File: config.mk
export PLATFORM = sky130hd
export DESIGN_NAME = bus_timer_flat
export DESIGN_NICKNAME = d
export VERILOG_FILES = /design/src/rtl/bus_timer_if.sv /design/src/rtl/bus_timer.sv /design/src/flat_wrapper.sv
export SDC_FILE = /design/constraint.sdc
export NUM_CORES = 1
export LEC_CHECK = 0
export ABC_AREA = 1
export BUFFER_PORTS_ARGS = -buffer_cell sky130_fd_sc_hd__clkbuf_2
export CAP_MARGIN = 20
export CORE_AREA = 2 2 141 109
export CTS_CLUSTER_DIAMETER = 80
export DETAILED_ROUTE_END_ITERATION = 7
export DIE_AREA = 0 0 143 111
export PLACE_DENSITY = 0.79
export SLEW_MARGIN = 20
export SYNTH_ARGS = -nofsm -noshare
export SYNTH_HDL_FRONTEND = slang
export SYNTH_SLANG_ARGS = --single-unit
export TNS_END_PERCENT = 30
File: constraint.sdc
create_clock -name clk -period 4.7 [get_ports clk]
set_input_delay 0 -clock clk [delete_from_list [all_inputs] [get_ports clk]]
set_output_delay 0 -clock clk [all_outputs]
set_load 0.02 [all_outputs]
File: src/rtl/bus_timer_if.sv
// naive_bus: SoC bus with independent read and write channels, 32-bit word
// data and per-byte write enables. Slaves grant requests; read data is
// returned by the slave on the cycle after the request.
interface naive_bus;
  logic        rd_req;
  logic        rd_gnt;
  logic [31:0] rd_addr;
  logic [31:0] rd_data;
  logic        wr_req;
  logic        wr_gnt;
  logic [31:0] wr_addr;
  logic [31:0] wr_data;
  logic [3:0]  wr_be;

  modport master (
    output rd_req, rd_addr, wr_req, wr_addr, wr_data, wr_be,
    input  rd_gnt, rd_data, wr_gnt
  );

  modport slave (
    input  rd_req, rd_addr, wr_req, wr_addr, wr_data, wr_be,
    output rd_gnt, rd_data, wr_gnt
  );
endinterface

File: src/rtl/bus_timer.sv
// bus_timer: memory-mapped prescaled 32-bit timer with compare match,
// optional auto-reload, sticky W1C match/overflow flags and a registered
// level interrupt output. Zero-wait-state naive_bus slave.
module bus_timer #(
  parameter int unsigned CNT_W   = 32,
  parameter int unsigned PRESC_W = 16
) (
  input  logic    clk,
  input  logic    rst,
  naive_bus.slave bus,
  output logic    o_irq
);

  typedef enum logic [2:0] {
    REG_CTRL    = 3'd0,
    REG_PRESC   = 3'd1,
    REG_COUNT   = 3'd2,
    REG_COMPARE = 3'd3,
    REG_STATUS  = 3'd4
  } reg_e;

  logic               en;
  logic               auto_reload;
  logic               irq_en;
  logic [PRESC_W-1:0] presc;
  logic [PRESC_W-1:0] pcnt;
  logic [CNT_W-1:0]   count;
  logic [CNT_W-1:0]   compare;
  logic               match;
  logic               ovf;

  reg_e               wr_sel;
  reg_e               rd_sel;
  logic               wr_ctrl;
  logic               wr_presc;
  logic               wr_count;
  logic               wr_compare;
  logic               wr_status;
  logic [PRESC_W-1:0] presc_wr;
  logic [CNT_W-1:0]   count_wr;
  logic [CNT_W-1:0]   compare_wr;
  logic               clr_match;
  logic               clr_ovf;
  logic               tick;
  logic               hit;
  logic               wrap;
  logic [31:0]        rd_val;
  logic               addr_unused;

  // Always-ready handshake; address bits outside the register field are don't-care.
  always_comb begin
    bus.rd_gnt  = bus.rd_req;
    bus.wr_gnt  = bus.wr_req;
    addr_unused = ^{bus.rd_addr[31:5], bus.rd_addr[1:0],
                    bus.wr_addr[31:5], bus.wr_addr[1:0]};
  end

  // Write decode, byte-lane merge, W1C qualification and tick/match/wrap events.
  always_comb begin
    wr_sel     = reg_e'(bus.wr_addr[4:2]);
    wr_ctrl    = bus.wr_req && (wr_sel == REG_CTRL);
    wr_presc   = bus.wr_req && (wr_sel == REG_PRESC);
    wr_count   = bus.wr_req && (wr_sel == REG_COUNT);
    wr_compare = bus.wr_req && (wr_sel == REG_COMPARE);
    wr_status  = bus.wr_req && (wr_sel == REG_STATUS);
    presc_wr   = presc;
    count_wr   = count;
    compare_wr = compare;
    for (int unsigned i = 0; i < PRESC_W / 8; i++) begin
      if (bus.wr_be[i]) presc_wr[8*i +: 8] = bus.wr_data[8*i +: 8];
    end
    for (int unsigned i = 0; i < CNT_W / 8; i++) begin
      if (bus.wr_be[i]) begin
        count_wr[8*i +: 8]   = bus.wr_data[8*i +: 8];
        compare_wr[8*i +: 8] = bus.wr_data[8*i +: 8];
      end
    end
    clr_match = wr_status && bus.wr_be[0] && bus.wr_data[0];
    clr_ovf   = wr_status && bus.wr_be[0] && bus.wr_data[1];
    tick      = en && (pcnt == presc);
    hit       = tick && (count == compare);
    wrap      = tick && !hit && (&count);
  end

  // Read mux over the pre-edge register state.
  always_comb begin
    rd_sel = reg_e'(bus.rd_addr[4:2]);
    rd_val = '0;
    case (rd_sel)
      REG_CTRL:    rd_val[2:0]         = {irq_en, auto_reload, en};
      REG_PRESC:   rd_val[PRESC_W-1:0] = presc;
      REG_COUNT:   rd_val[CNT_W-1:0]   = count;
      REG_COMPARE: rd_val[CNT_W-1:0]   = compare;
      REG_STATUS:  rd_val[1:0]         = {ovf, match};
      default:     rd_val              = '0;
    endcase
  end

  // Software-owned configuration registers.
  always_ff @(posedge clk or posedge rst) begin
    if (rst) begin
      en          <= 1'b0;
      auto_reload <= 1'b0;
      irq_en      <= 1'b0;
      presc       <= '0;
      compare     <= '1;
    end else begin
      if (wr_ctrl && bus.wr_be[0]) {irq_en, auto_reload, en} <= bus.wr_data[2:0];
      if (wr_presc)   presc   <= presc_wr;
      if (wr_compare) compare <= compare_wr;
    end
  end

  // Prescaler: restarts on any CTRL/PRESC write, wraps on reaching presc.
  always_ff @(posedge clk or posedge rst) begin
    if (rst) begin
      pcnt <= '0;
    end else if (wr_ctrl || wr_presc || tick) begin
      pcnt <= '0;
    end else if (en) begin
      pcnt <= pcnt + 1'b1;
    end
  end

  // Counter and sticky flags; software COUNT write beats a tick, hardware set beats W1C.
  always_ff @(posedge clk or posedge rst) begin
    if (rst) begin
      count <= '0;
      match <= 1'b0;
      ovf   <= 1'b0;
    end else begin
      if (wr_count) begin
        count <= count_wr;
      end else if (hit && auto_reload) begin
        count <= '0;
      end else if (tick) begin
        count <= count + 1'b1;
      end
      match <= hit  | (match & ~clr_match);
      ovf   <= wrap | (ovf & ~clr_ovf);
    end
  end

  // Registered read data (held between reads) and interrupt level.
  always_ff @(posedge clk or posedge rst) begin
    if (rst) begin
      bus.rd_data <= '0;
      o_irq       <= 1'b0;
    end else begin
      if (bus.rd_req) bus.rd_data <= rd_val;
      o_irq <= match & irq_en;
    end
  end

endmodule

File: src/flat_wrapper.sv
// flat-port wrapper written by rule: the top's interface ports become plain ports
module bus_timer_flat 
#(
  parameter int unsigned CNT_W   = 32,
  parameter int unsigned PRESC_W = 16
)
  (clk, rst, o_irq, bus_rd_req, bus_rd_addr, bus_wr_req, bus_wr_addr, bus_wr_data, bus_wr_be, bus_rd_gnt, bus_rd_data, bus_wr_gnt);
  naive_bus bus_i ();
  input  logic clk;
  input  logic rst;
  output logic o_irq;
  input wire logic [$bits(bus_i.rd_req)-1:0] bus_rd_req;
  input wire logic [$bits(bus_i.rd_addr)-1:0] bus_rd_addr;
  input wire logic [$bits(bus_i.wr_req)-1:0] bus_wr_req;
  input wire logic [$bits(bus_i.wr_addr)-1:0] bus_wr_addr;
  input wire logic [$bits(bus_i.wr_data)-1:0] bus_wr_data;
  input wire logic [$bits(bus_i.wr_be)-1:0] bus_wr_be;
  output wire logic [$bits(bus_i.rd_gnt)-1:0] bus_rd_gnt;
  output wire logic [$bits(bus_i.rd_data)-1:0] bus_rd_data;
  output wire logic [$bits(bus_i.wr_gnt)-1:0] bus_wr_gnt;
  assign bus_i.rd_req = bus_rd_req;
  assign bus_i.rd_addr = bus_rd_addr;
  assign bus_i.wr_req = bus_wr_req;
  assign bus_i.wr_addr = bus_wr_addr;
  assign bus_i.wr_data = bus_wr_data;
  assign bus_i.wr_be = bus_wr_be;
  assign bus_rd_gnt = bus_i.rd_gnt;
  assign bus_rd_data = bus_i.rd_data;
  assign bus_wr_gnt = bus_i.wr_gnt;
  bus_timer #(.CNT_W(CNT_W), .PRESC_W(PRESC_W)) u_core (.clk(clk), .rst(rst), .bus(bus_i), .o_irq(o_irq));
endmodule
=== Yosys cells after proc, flatten, opt, wreduce, memory -nomap -nowiden ===
Index checks and enable logic that the tools add are counted.

* Output and inout bits: 35
* Logic and storage cells: 86
* Bits in registers: 134

* Reductions and logical operators: 32
* Bitwise operators: 7
* Muxes and demuxes: 13
* Equality and inequality tests: 14
* Add/sub/neg operators: 2

{| class="wikitable"
|+ Operators with widths
! cell !! number
|-
| 2-to-1 mux 32 bit || 3
|-
| case mux 13 bit (3 select lines) || 1
|-
| adder 32 x 1 -> 32 bit, second input constant || 1
|-
| == test 32 bit || 1
|-
| 2-to-1 mux 16 bit || 2
|-
| 2-to-1 mux 8 bit || 4
|-
| case mux 16 bit (2 select lines) || 1
|-
| AND reduction 32 bit || 1
|-
| AND reduction 2 bit || 10
|-
| adder 16 x 1 -> 16 bit, second input constant || 1
|-
| == test 16 bit || 1
|-
| logical AND 1 bit || 14
|-
| == test 3 x 2 -> 1 bit, second input constant || 4
|-
| case mux 2 bit (5 select lines) || 1
|-
| inequality test 2 bit, second input constant || 4
|-
| == test 3 x 1 -> 1 bit, second input constant || 2
|-
| == test 3 bit, second input constant || 2
|-
| zero test 3 bit || 2
|-
| case mux 1 bit (4 select lines) || 1
|-
| bitwise AND 1 bit || 3
|-
| nonzero test 3 bit || 1
|-
| logical OR 1 bit || 2
|-
| inverter 1 bit || 2
|-
| OR 1 bit || 2
|-
| other kinds (2) || 2
|}

=== Logic depth before layout (Yosys ltp) ===
Gate-level depths: netlist (run 1).

* Depth after elaboration: 7
* Gate-level depth with buffers: 13
* Mapped depth without buffers: 13

=== Worst setup path after synthesis (run 1) ===
OpenSTA, ideal clock, no wires.

* Path kind: reg-to-reg
* From: register u_core.count[1]
* To: register u_core.count[30]
* Data required time: 4627 ps
* Slack: 3086 ps
* Buffers on the path: 0
* Arrival: 1541 ps
* Stages on the path, launching flop included: 10
* Cells stage by stage: dfrtp_1 ha_1 nand2_1 nor2_1 nand3_1 nor2_1 nand2_1 xor2_1 nand3_1 a21oi_2

* Longest elaborated chain between the ends: 5

{| class="wikitable"
|+ Ends and longest elaborated chain
! item !! line !! source
|-
| start: declaration || bus_timer.sv:27 || <nowiki>logic [CNT_W-1:0] count;</nowiki>
|-
| start signal: assignment || bus_timer.sv:133 || <nowiki>count <= count_wr;</nowiki>
|-
| start signal: assignment || bus_timer.sv:137 || <nowiki>count <= count + 1'b1;</nowiki>
|-
| branches (longest 5 deep; another with adder 32 x 1 -> 32 bit) || - ||
|}

Several ways; the timed one is not identified. The select of a mux whose other input is x is not followed.
A chain may end at the register's enable or synchronous reset.

=== Final worst setup path (run 1) ===
* From: register u_core.presc[2]
* To: register u_core.count[19]

* Longest elaborated chain between the ends: 6

{| class="wikitable"
|+ Ends and longest elaborated chain
! item !! line !! source
|-
| start: declaration || bus_timer.sv:25 || <nowiki>logic [PRESC_W-1:0] presc;</nowiki>
|-
| start signal: assignment || bus_timer.sv:109 || <nowiki>if (wr_presc) presc <= presc_wr;</nowiki>
|-
| == test 16 bit (*) || bus_timer.sv:80 || <nowiki>tick = en && (pcnt == presc);</nowiki>
|-
| logical AND 1 bit (*) || bus_timer.sv:80 ||
|-
| logical AND 1 bit || bus_timer.sv:81 || <nowiki>hit = tick && (count == compare);</nowiki>
|-
| logical AND 1 bit || bus_timer.sv:134 || <nowiki>end else if (hit && auto_reload) begin</nowiki>
|-
| nonzero test 3 bit (no line) / 2-to-1 mux 32 bit (equally long branches) || - ||
|-
| AND reduction 2 bit (no line) / 2-to-1 mux 32 bit (equally long branches) || - ||
|}

Mark *: on every way between the ends. The rest lies on a longest branch, timed or not.

==> results of run 1 <==
==> synthesized netlist by cell type, types with 3 or more instances <==
master    number  area, sq um
xnor2_1        4         35.0
xor2_1        26          228
clkbuf_1      15         56.3
buf_6          3         33.8
clkbuf_8       3         41.3
dfrtp_1      102         2550
nand2_1      263          987
o21ai_0       87          435
dfstp_2       32          841
mux2_2         5         56.3
nand4_1       10         62.6
nor2_2         7         43.8
o22ai_1       12         75.1
o21ai_1        4         20.0
nand2_2        3         18.8
nand3_2        5         50.1
a22oi_1       17          128
buf_2         11         55.1
nor3_2         4         40.0
a21oi_1       59          295
nand2_4        5         56.3
buf_4          3         22.5
nor3_1        15         75.1
nand3_1       49          245
inv_1        145          544
nor2_1       172          646
a21oi_2       28          245
inv_2          6         22.5
==> metrics by stage <==
stage,power [W],hold slack [ps],cell area (sq um)
after floorplan,0.00249,113,8130
after global placement,0.00276,236,8610
after detailed placement,0.00280,242,8610
after CTS,0.00409,1.94,9510
after global routing,0.00435,40.2,9510
final,0.00410,20.2,9510
==> per-layer routing <==
metal	track usage [%]	up-vias
li1	-	3762
met1	43.2	3663
met2	43.7	344
met3	7.69	37
met4	8.25	0
met5	0	-
==> state kept, by name, summed over array words and instances (netlist names) <==
signal and count:
u_core.auto_reload 1, u_core.bus.rd_data 32, u_core.compare 32, u_core.count 32
u_core.en 1, u_core.irq_en 1, u_core.match 1, u_core.o_irq 1
u_core.ovf 1, u_core.pcnt 16, u_core.presc 16
==> path summary, 6_finish.rpt <==
path                                           startpoint  depth (start not counted)                                 end  slack, ps
setup / recovery              u_core.presc[2]$_DFFE_PP0P_                          5        u_core.count[19]$_DFFE_PP0P_       2400
hold / removal                                 bus_wr_req                          4              u_core.match$_DFF_PP0_         20
setup reg to reg              u_core.presc[2]$_DFFE_PP0P_                          5        u_core.count[19]$_DFFE_PP0P_       2400
hold reg to reg            u_core.compare[24]$_DFFE_PP1P_                          2      u_core.compare[24]$_DFFE_PP1P_        490
max in group asynchronous                             rst                          4       u_core.compare[2]$_DFFE_PP1P_       3290
min in group asynchronous                             rst                          3  u_core.bus.rd_data[17]$_DFFE_PP0P_        300
==> cells by family after synthesis <==
| group | synth area share [%] |
|---|---|
| muxes | 0.693 |
| buffers and inverters | 9.70 |
| DFF | 41.7 |
| AOI/OAI and AO/OA | 15.3 |
| and+or+nand+nor | 29.0 |
| xor gates and xnor gates | 3.23 |
| adders and majority gates | 0.308 |
==> layout make-up <==
class / count / area, sq um / area share, %
multi-input combinational: 792 / 3950 / 41.5
sequential: 134 / 3390 / 35.7
timing repair buffer: 120 / 788 / 8.29
inverter: 151 / 572 / 6.01
clock buffer: 19 / 443 / 4.66
tap: 205 / 256 / 2.70
clock inverter: 13 / 109 / 1.14
==> where the power goes <==
group / total [W] / internal (W) / switching (W)
clock network: 0.00125 / 0.000735 / 0.000519
registers: 0.00166 / 0.00142 / 0.000247
logic: 0.00118 / 0.000430 / 0.000752
==> worst reg2reg max path, delay by kind of cell (launching register included) <==
kind | cells | cell delay (ps)
flip-flops | 1 | 430
XOR/XNOR | 1 | 360
AND/OR/NAND/NOR | 2 | 890
AO/OA/AOI/OAI | 2 | 500
==> what timing repair did <==
item,4_1_cts,5_1_grt
hold buffers,35,0
setup endpoints to repair,0,0
hold endpoints to repair,156,0
==> flow_summary.yaml, run 1 <==
critical_path:
  start_kind: "flip-flop"
  path_cells: "xnor2_1 > and3b_1 > nand4_2 > o21ai_0 > a21oi_2"
  crit_family: "simple AND/OR/NAND/NOR gates"
  critPathKind: "reg -> reg"
  critPathMaxStageDelay_ps: 620
  crit_path_end_kind: "flip-flop"
  crit_path_max_fanout: 28
  critPathArrivalTime_ps: 2600
  cp_num_buf_inv: 0
  required_ps: 5010
  cpMaxStageDelayCell: "nand4_2"
timing:
  fmax_mhz: 436
  tns_ps: 0
  drv_slew: 0
  fin_skew_ps: 7.84
  period_minus_slack_ps: 2300
  maxSlewHeadroom_pct: 32.3
  rsz0062_at_grt: "no"
  fin_crit_sh_pct: 48.9
  setup_ws_ps: 2400
  worst_pin_slew_ps: 1010
  final-setup-viol-count: 0
  hold_viol: 0
final_layout:
  layout.cells.non_filler: 1434
  layout-drive-gt1-share_pct: 17.8
  mostFrequentLayoutCells: "nand2_1, nor2_1, inv_1"
  fillCellCount: 1274
  final_common_cell: "nand2_1"
  antennaDiodeCount: 0
  area_growth_pct: 17.0
  nNetsFinal: 1322
  fin_util_pct: 64.7
floorplan:
  io_pins: 139
  start_util_pct: 55.3
  die_h_um: 111
  die_area_sq_um: 15900
  num_rows: 39
  core_sq_um: 14700
  dieWidth_um: 143
synthesis:
  syn_area_per_cell_sq_um: 7.30
  syn-cell-area_sq_um: 8130
  synth_cell_type_count: 45
  ys.warnings.count: 0
  synthFlopType: "dfrtp_1"
  syn_nets: 1220
  synth_cells: 1114
  synth_edf_count: 0
  yosysSeqAreaShare_pct: 41.7
  synth-async-reset-ratio_pct: 100
  ys_seq_elements: 134
global_route:
  grt_max_degree: 101
  antenna_found_initial: 0
  grt.total_usage_pct: 29.6
  overflow: 0
  grt_pass1_vias: 7381
  grt_pass1_wl_um: 36900
route:
  routed_wirelength_um: 22600
  wl_per_cell_um: 15.8
  vias_per_cell: 5.44
  wl_met2_um: 9930
  maxUsedRoutingLayer: "met4"
  drt-met1-wl_um: 10300
  met3_length_um: 1980
  drcViolationCount: 0
  drtIter0Drc: 766
  first_pass_iters: 5
  vias: 7806
  ant_nets: 0
clocking:
  cts_made_buffers: 17
  path_clk_slew_ps: 60
  cts_max_path_buffers: 2
  htree_num_levels: 4
  clk_latency_ps: 430
  root_buffer: "clkbuf_16"
  clock_sinks: 134
  cts_tree: "yes"
  postCtsSetupBuffers: 0
  post_cts_resized: 0
worst_hold_path:
  hp-class: "in -> reg"
flow_run:
  cap_violations: 0
placement:
  dp_hpwl_um: 15800
  portBuffers: 80
  gp_congestion: 0.971
  dpl_worst_slack_ps: 2530
  placed_cells: 1367
pwr:
  p_leak_nw: 4.77
  powerDensity_nw_per_um2: 431
  ir_drop_mv: 0.268
outcome:
  status: "finished clean"
Note: power is estimated with default switching activity, not from simulation.
==> inputs of run 2 (changes only) <==
--- a/config.mk
+++ b/config.mk
@@ -8,11 +8,11 @@
 export ABC_AREA = 1
 export BUFFER_PORTS_ARGS = -buffer_cell sky130_fd_sc_hd__clkbuf_2
 export CAP_MARGIN = 20
-export CORE_AREA = 2 2 141 109
+export CORE_AREA = 2 2 148 114
 export CTS_CLUSTER_DIAMETER = 80
 export DETAILED_ROUTE_END_ITERATION = 7
-export DIE_AREA = 0 0 143 111
-export PLACE_DENSITY = 0.79
+export DIE_AREA = 0 0 150 116
+export PLACE_DENSITY = 0.76
 export SLEW_MARGIN = 20
 export SYNTH_ARGS = -nofsm -noshare
 export SYNTH_HDL_FRONTEND = slang
==> constraint.sdc (replaced) <==
create_clock -name clk -period 2.03 [get_ports clk]
set_input_delay 0 -clock clk [delete_from_list [all_inputs] [get_ports clk]]
set_output_delay 0 -clock clk [all_outputs]
set_load 0.02 [all_outputs]
==> flow_summary.yaml, run 2 (synthesis results as in run 1) <==
floorplan:
  core_sq_um: 15800
  io_pins: 139
  dieWidth_um: 150
  num_rows: 40
  die_h_um: 116
  die_area_sq_um: 17400
  start_util_pct: 51.4
timing:
  fin_crit_sh_pct: 94.9
  final-setup-viol-count: 0
  fin_skew_ps: 7.48
  maxSlewHeadroom_pct: 53.3
  timing.hold.ws_ps: 2.46
  drv_slew: 0
  fmax_mhz: 519
  period_minus_slack_ps: 1930
  hold_viol: 0
  worst_pin_slew_ps: 699
  rsz0062_at_grt: "yes"
outcome:
  status: "finished clean"
final_layout:
  nNetsFinal: 1348
  layout.cells.non_filler: 1465
  antennaDiodeCount: 0
  final_common_cell: "nand2_1"
  top_regs: "u_core.bus.rd_data: 32 flops, u_core.compare: 32 flops, u_core.count: 32 flops"
  fillCellCount: 1414
  mostFrequentLayoutCells: "nand2_1, nor2_1, inv_1"
  layout-drive-gt1-share_pct: 20.0
  area_growth_pct: 21.2
critical_path:
  path_cells: "inv_1 > nand2_1 > nand2_1 > nor2_1 > nand2_1 > nor2_1 > nand2_1 > nor2_4 > nand3_4 > buf_12 > nand3_1 > a21oi_1"
  critPathArrivalTime_ps: 2230
  crit_path_max_fanout: 32
  crit_path_end_kind: "flip-flop"
  critPathKind: "reg -> reg"
  required_ps: 2330
  cpMaxStageDelayCell: "dfstp_2"
  crit_top_cell: "nand2_1"
  crit_family: "simple AND/OR/NAND/NOR gates"
  cp_num_buf_inv: 2
  critPathMaxStageDelay_ps: 550
  start_kind: "flip-flop"
pwr:
  p_total_w: 0.00977
  powerDensity_nw_per_um2: 992
  ir_drop_mv: 0.554
  p_leak_nw: 4.94
global_route:
  grt_max_degree: 38
  grt_pass1_wl_um: 36600
  grt.total_usage_pct: 27.1
  antenna_found_initial: 0
  overflow: 0
  grt_pass1_vias: 7253
route:
  maxUsedRoutingLayer: "met4"
  wl_per_cell_um: 15.3
  vias_per_cell: 5.38
  ant_nets: 0
  wl_met2_um: 9600
  vias: 7880
  first_pass_iters: 6
  met3_length_um: 1800
  routed_wirelength_um: 22400
  drtIter0Drc: 726
  drt-met1-wl_um: 10600
  drcViolationCount: 0
clocking:
  path_clk_slew_ps: 60
  root_buffer: "clkbuf_16"
  htree_num_levels: 4
  cts_tree: "yes"
  cts_made_buffers: 17
  clk_latency_ps: 430
  cts_max_path_buffers: 2
  clock_sinks: 134
placement:
  dp_hpwl_um: 16400
  placed_cells: 1399
  gp_congestion: 0.947
  portBuffers: 80
flow_run:
  cap_violations: 0
worst_hold_path:
  hp-class: "in -> reg"
[run 2: cell count changes in the layout (fill, tap and decap cells not counted), moves of 3 or more]
cell      before  now
clkinv_4       3    0
buf_12         0    6
clkinv_2       6    3
nor2_1       172  169
clkbuf_8       1    6
nor2_4         1    4
buf_4          5   26
[run 2: per-layer routing]
metal  vias up  global-route usage, %
met1      3689                   40.2
met4         0                   9.12
met2       323                   39.4
met5         -                      0
met3        41                   5.94
li1       3827                      -
[run 2: area by class of cell]
class,count,area (sq um),area share [%]
Clock inverter,7,67.6,0.686
Tap cell,210,263,2.67
Sequential cell,134,3390,34.4
Multi-Input combinational cell,792,3990,40.5
Inverter,151,571,5.79
Clock buffer,25,515,5.23
Timing Repair Buffer,146,1060,10.7
[run 2: timing repair]
| action | 4_1_cts | 5_1_grt |
|---|---|---|
| hold endpoints to repair | 88 | 0 |
| resized for setup | 0 | 9 |
| buffers inserted | 0 | 0 |
| hold buffers | 34 | 0 |
| setup endpoints to repair | 0 | 34 |
[run 2: worst reg2reg max path: cells and delay by family (launching register included)]
| kind | cells | cell delay (ps) |
|---|---|---|
| simple gates | 9 | 950 |
| flops | 1 | 550 |
| compound gates | 1 | 70 |
| buf+inv | 2 | 240 |
[run 2: metrics by stage]
step	setup WS [ps]	setup TNS, ps	util [%]	instance area [sq um]
after floorplan	391	0	-	8130
final	104	0	62.3	9850
after global routing	-16.5	-16.5	62.3	9850
after global placement	79.6	0	56.2	8890
after detailed placement	70.2	0	56.2	8890
after CTS	37.6	0	62.0	9810
[run 2: path summary, 6_finish.rpt]
| check | from | to | slack (ps) | cells past startpoint |
|---|---|---|---|---|
| setup / recovery | u_core.compare[19]$_DFFE_PP1P_ | u_core.count[28]$_DFFE_PP0P_ | 100 | 12 |
| hold / removal | bus_wr_be[3] | u_core.compare[31]$_DFFE_PP1P_ | 2 | 4 |
| setup reg to reg | u_core.compare[19]$_DFFE_PP1P_ | u_core.count[28]$_DFFE_PP0P_ | 100 | 12 |
| hold reg to reg | u_core.compare[23]$_DFFE_PP1P_ | u_core.compare[23]$_DFFE_PP1P_ | 490 | 2 |
| max in group asynchronous | rst | u_core.compare[11]$_DFFE_PP1P_ | 1100 | 4 |
| min in group asynchronous | rst | u_core.bus.rd_data[17]$_DFFE_PP0P_ | 220 | 3 |
[run 2: power by group]
part	switching (W)	internal, W	total, W
Combinational	0.00184	0.00111	0.00295
Clock	0.00116	0.00187	0.00303
Sequential	0.000500	0.00328	0.00378
Total	0.00350	0.00627	0.00977
==> inputs of run 3 (changes only) <==
--- a/config.mk
+++ b/config.mk
@@ -8,11 +8,12 @@
 export ABC_AREA = 1
 export BUFFER_PORTS_ARGS = -buffer_cell sky130_fd_sc_hd__clkbuf_2
 export CAP_MARGIN = 20
-export CORE_AREA = 2 2 148 114
+export CORE_AREA = 2 2 136 105
 export CTS_CLUSTER_DIAMETER = 80
 export DETAILED_ROUTE_END_ITERATION = 7
-export DIE_AREA = 0 0 150 116
-export PLACE_DENSITY = 0.76
+export DIE_AREA = 0 0 138 107
+export MAX_ROUTING_LAYER = met4
+export PLACE_DENSITY = 0.84
 export SLEW_MARGIN = 20
 export SYNTH_ARGS = -nofsm -noshare
 export SYNTH_HDL_FRONTEND = slang
==> constraint.sdc (replaced) <==
create_clock -name clk -period 2.3 [get_ports clk]
set_input_delay 0 -clock clk [delete_from_list [all_inputs] [get_ports clk]]
set_output_delay 0 -clock clk [all_outputs]
set_load 0.02 [all_outputs]
==> flow_summary.yaml, run 3 (synthesis results as in run 1) <==
outcome:
  status: "finished clean"
clocking:
  clk_latency_ps: 440
  htree_num_levels: 4
  clock_sinks: 134
  cts_max_path_buffers: 2
  root_buffer: "clkbuf_16"
  cts_made_buffers: 17
  cts_tree: "yes"
  path_clk_slew_ps: 60
route:
  maxUsedRoutingLayer: "met4"
  drtIter0Drc: 1275
  first_pass_iters: 6
  ant_nets: 0
  drt-met1-wl_um: 9750
  drcViolationCount: 0
  vias_per_cell: 5.79
  routed_wirelength_um: 22900
  wl_per_cell_um: 16.2
  met3_length_um: 2310
  wl_met2_um: 10000
  vias: 8192
timing:
  tns_ps: 0
  fin_crit_sh_pct: 91.6
  fmax_mhz: 475
  rsz0062_at_grt: "no"
  drv_slew: 0
  timing.hold.ws_ps: 16.0
  hold_viol: 0
  worst_pin_slew_ps: 803
  final-setup-viol-count: 0
  period_minus_slack_ps: 2110
  maxSlewHeadroom_pct: 46.3
  fin_skew_ps: 9.93
final_layout:
  nNetsFinal: 1333
  seq_area_sq_um: 3390
  area_growth_pct: 18.9
  layout-drive-gt1-share_pct: 18.5
  final_common_cell: "nand2_1"
  mostFrequentLayoutCells: "nand2_1, nor2_1, inv_1"
  antennaDiodeCount: 0
  multi_input_area_sq_um: 3960
  top_regs: "u_core.bus.rd_data: 32 flops, u_core.compare: 32 flops, u_core.count: 32 flops"
  finalInstanceArea_sq_um: 9670
  fin_util_pct: 72.0
  fillCellCount: 1048
worst_hold_path:
  hp-class: "in -> reg"
placement:
  dp_hpwl_um: 15900
  portBuffers: 80
  place_area_sq_um: 8690
  gp_congestion: 0.998
global_route:
  antenna_found_initial: 0
  grt_pass1_vias: 7798
  overflow: 0
  grt_pass1_wl_um: 37500
  grt.total_usage_pct: 32.8
  grt_max_degree: 39
floorplan:
  start_util_pct: 60.5
  dieWidth_um: 138
  io_pins: 139
  die_area_sq_um: 14800
  core_sq_um: 13400
  num_rows: 37
  die_h_um: 107
pwr:
  ir_drop_mv: 0.615
  powerDensity_nw_per_um2: 896
  p_leak_nw: 4.87
flow_run:
  cap_violations: 0
critical_path:
  critPathKind: "reg -> reg"
  crit_path_end_kind: "flip-flop"
  crit_family: "simple AND/OR/NAND/NOR gates"
  critPathArrivalTime_ps: 2450
  cp_num_buf_inv: 1
  start_kind: "flip-flop"
  required_ps: 2650
  crit_top_cell: "nand2_1"
  crit_path_max_fanout: 5
  critPathMaxStageDelay_ps: 450
  path_cells: "ha_1 > nand2_1 > nor2_1 > nand3_1 > inv_1 > nand2_1 > nor2_1 > nand2_1 > o21ai_0"
  cpMaxStageDelayCell: "dfrtp_1"
-- run 3: power breakdown --
group | internal, W | leakage [nW] | switching, W
Clock | 0.00171 | 0.287 | 0.00109
Sequential | 0.00290 | 1.57 | 0.000500
Combinational | 0.000904 | 3.01 | 0.00157
Total | 0.00551 | 4.87 | 0.00316
-- run 3: final timing paths --
kind / startpoint / to / slack (ps) / depth (start not counted)
min in group asynchronous: rst / u_core.bus.rd_data[17]$_DFFE_PP0P_ / 260 / 3
min reg2reg: u_core.compare[31]$_DFFE_PP1P_ / u_core.compare[31]$_DFFE_PP1P_ / 490 / 2
min: bus_wr_addr[3] / u_core.match$_DFF_PP0_ / 20 / 5
max reg2reg: u_core.count[0]$_DFFE_PP0P_ / u_core.ovf$_DFF_PP0_ / 190 / 9
max: u_core.count[0]$_DFFE_PP0P_ / u_core.ovf$_DFF_PP0_ / 190 / 9
max in group asynchronous: rst / u_core.compare[0]$_DFFE_PP1P_ / 1310 / 4
-- run 3: what timing repair did --
action                     4_1_cts  5_1_grt
resized for setup                0        1
setup buffers                    0        0
hold endpoints to repair       102        0
hold buffers                    36        0
setup endpoints to repair        0       27
-- run 3: cell type report --
class | count | area share, %
Clock inverter | 11 | 1.27
Multi-Input combinational cell | 792 | 40.9
Timing Repair Buffer | 131 | 9.55
Clock buffer | 21 | 4.97
Tap cell | 175 | 2.27
Sequential cell | 134 | 35.1
Inverter | 151 | 5.90
-- run 3: layer usage --
layer	global-route usage, %	up-vias
li1	-	3790
met1	44.4	3823
met2	48.6	494
met3	6.74	85
met4	13.9	0
met5	-	-
-- run 3: worst reg2reg max path: stages, from the launching register on --
cell     delay, ps
dfrtp_1        450
ha_1           230
nand2_1         90
nor2_1         260
nand3_1        310
inv_1          150
nand2_1        100
nor2_1         200
nand2_1         80
o21ai_0        150
-- run 3: through the flow --
| stage | std cells | worst slack [ps] | power (W) |
|---|---|---|---|
| final | 1415 | 193 | 0.00866 |
| after detailed placement | 1347 | 211 | 0.00574 |
| after global routing | 1415 | 16.8 | 0.00913 |
| after floorplan | 1114 | 661 | 0.00509 |
| after CTS | 1415 | 147 | 0.00859 |
| after global placement | 1347 | 218 | 0.00564 |
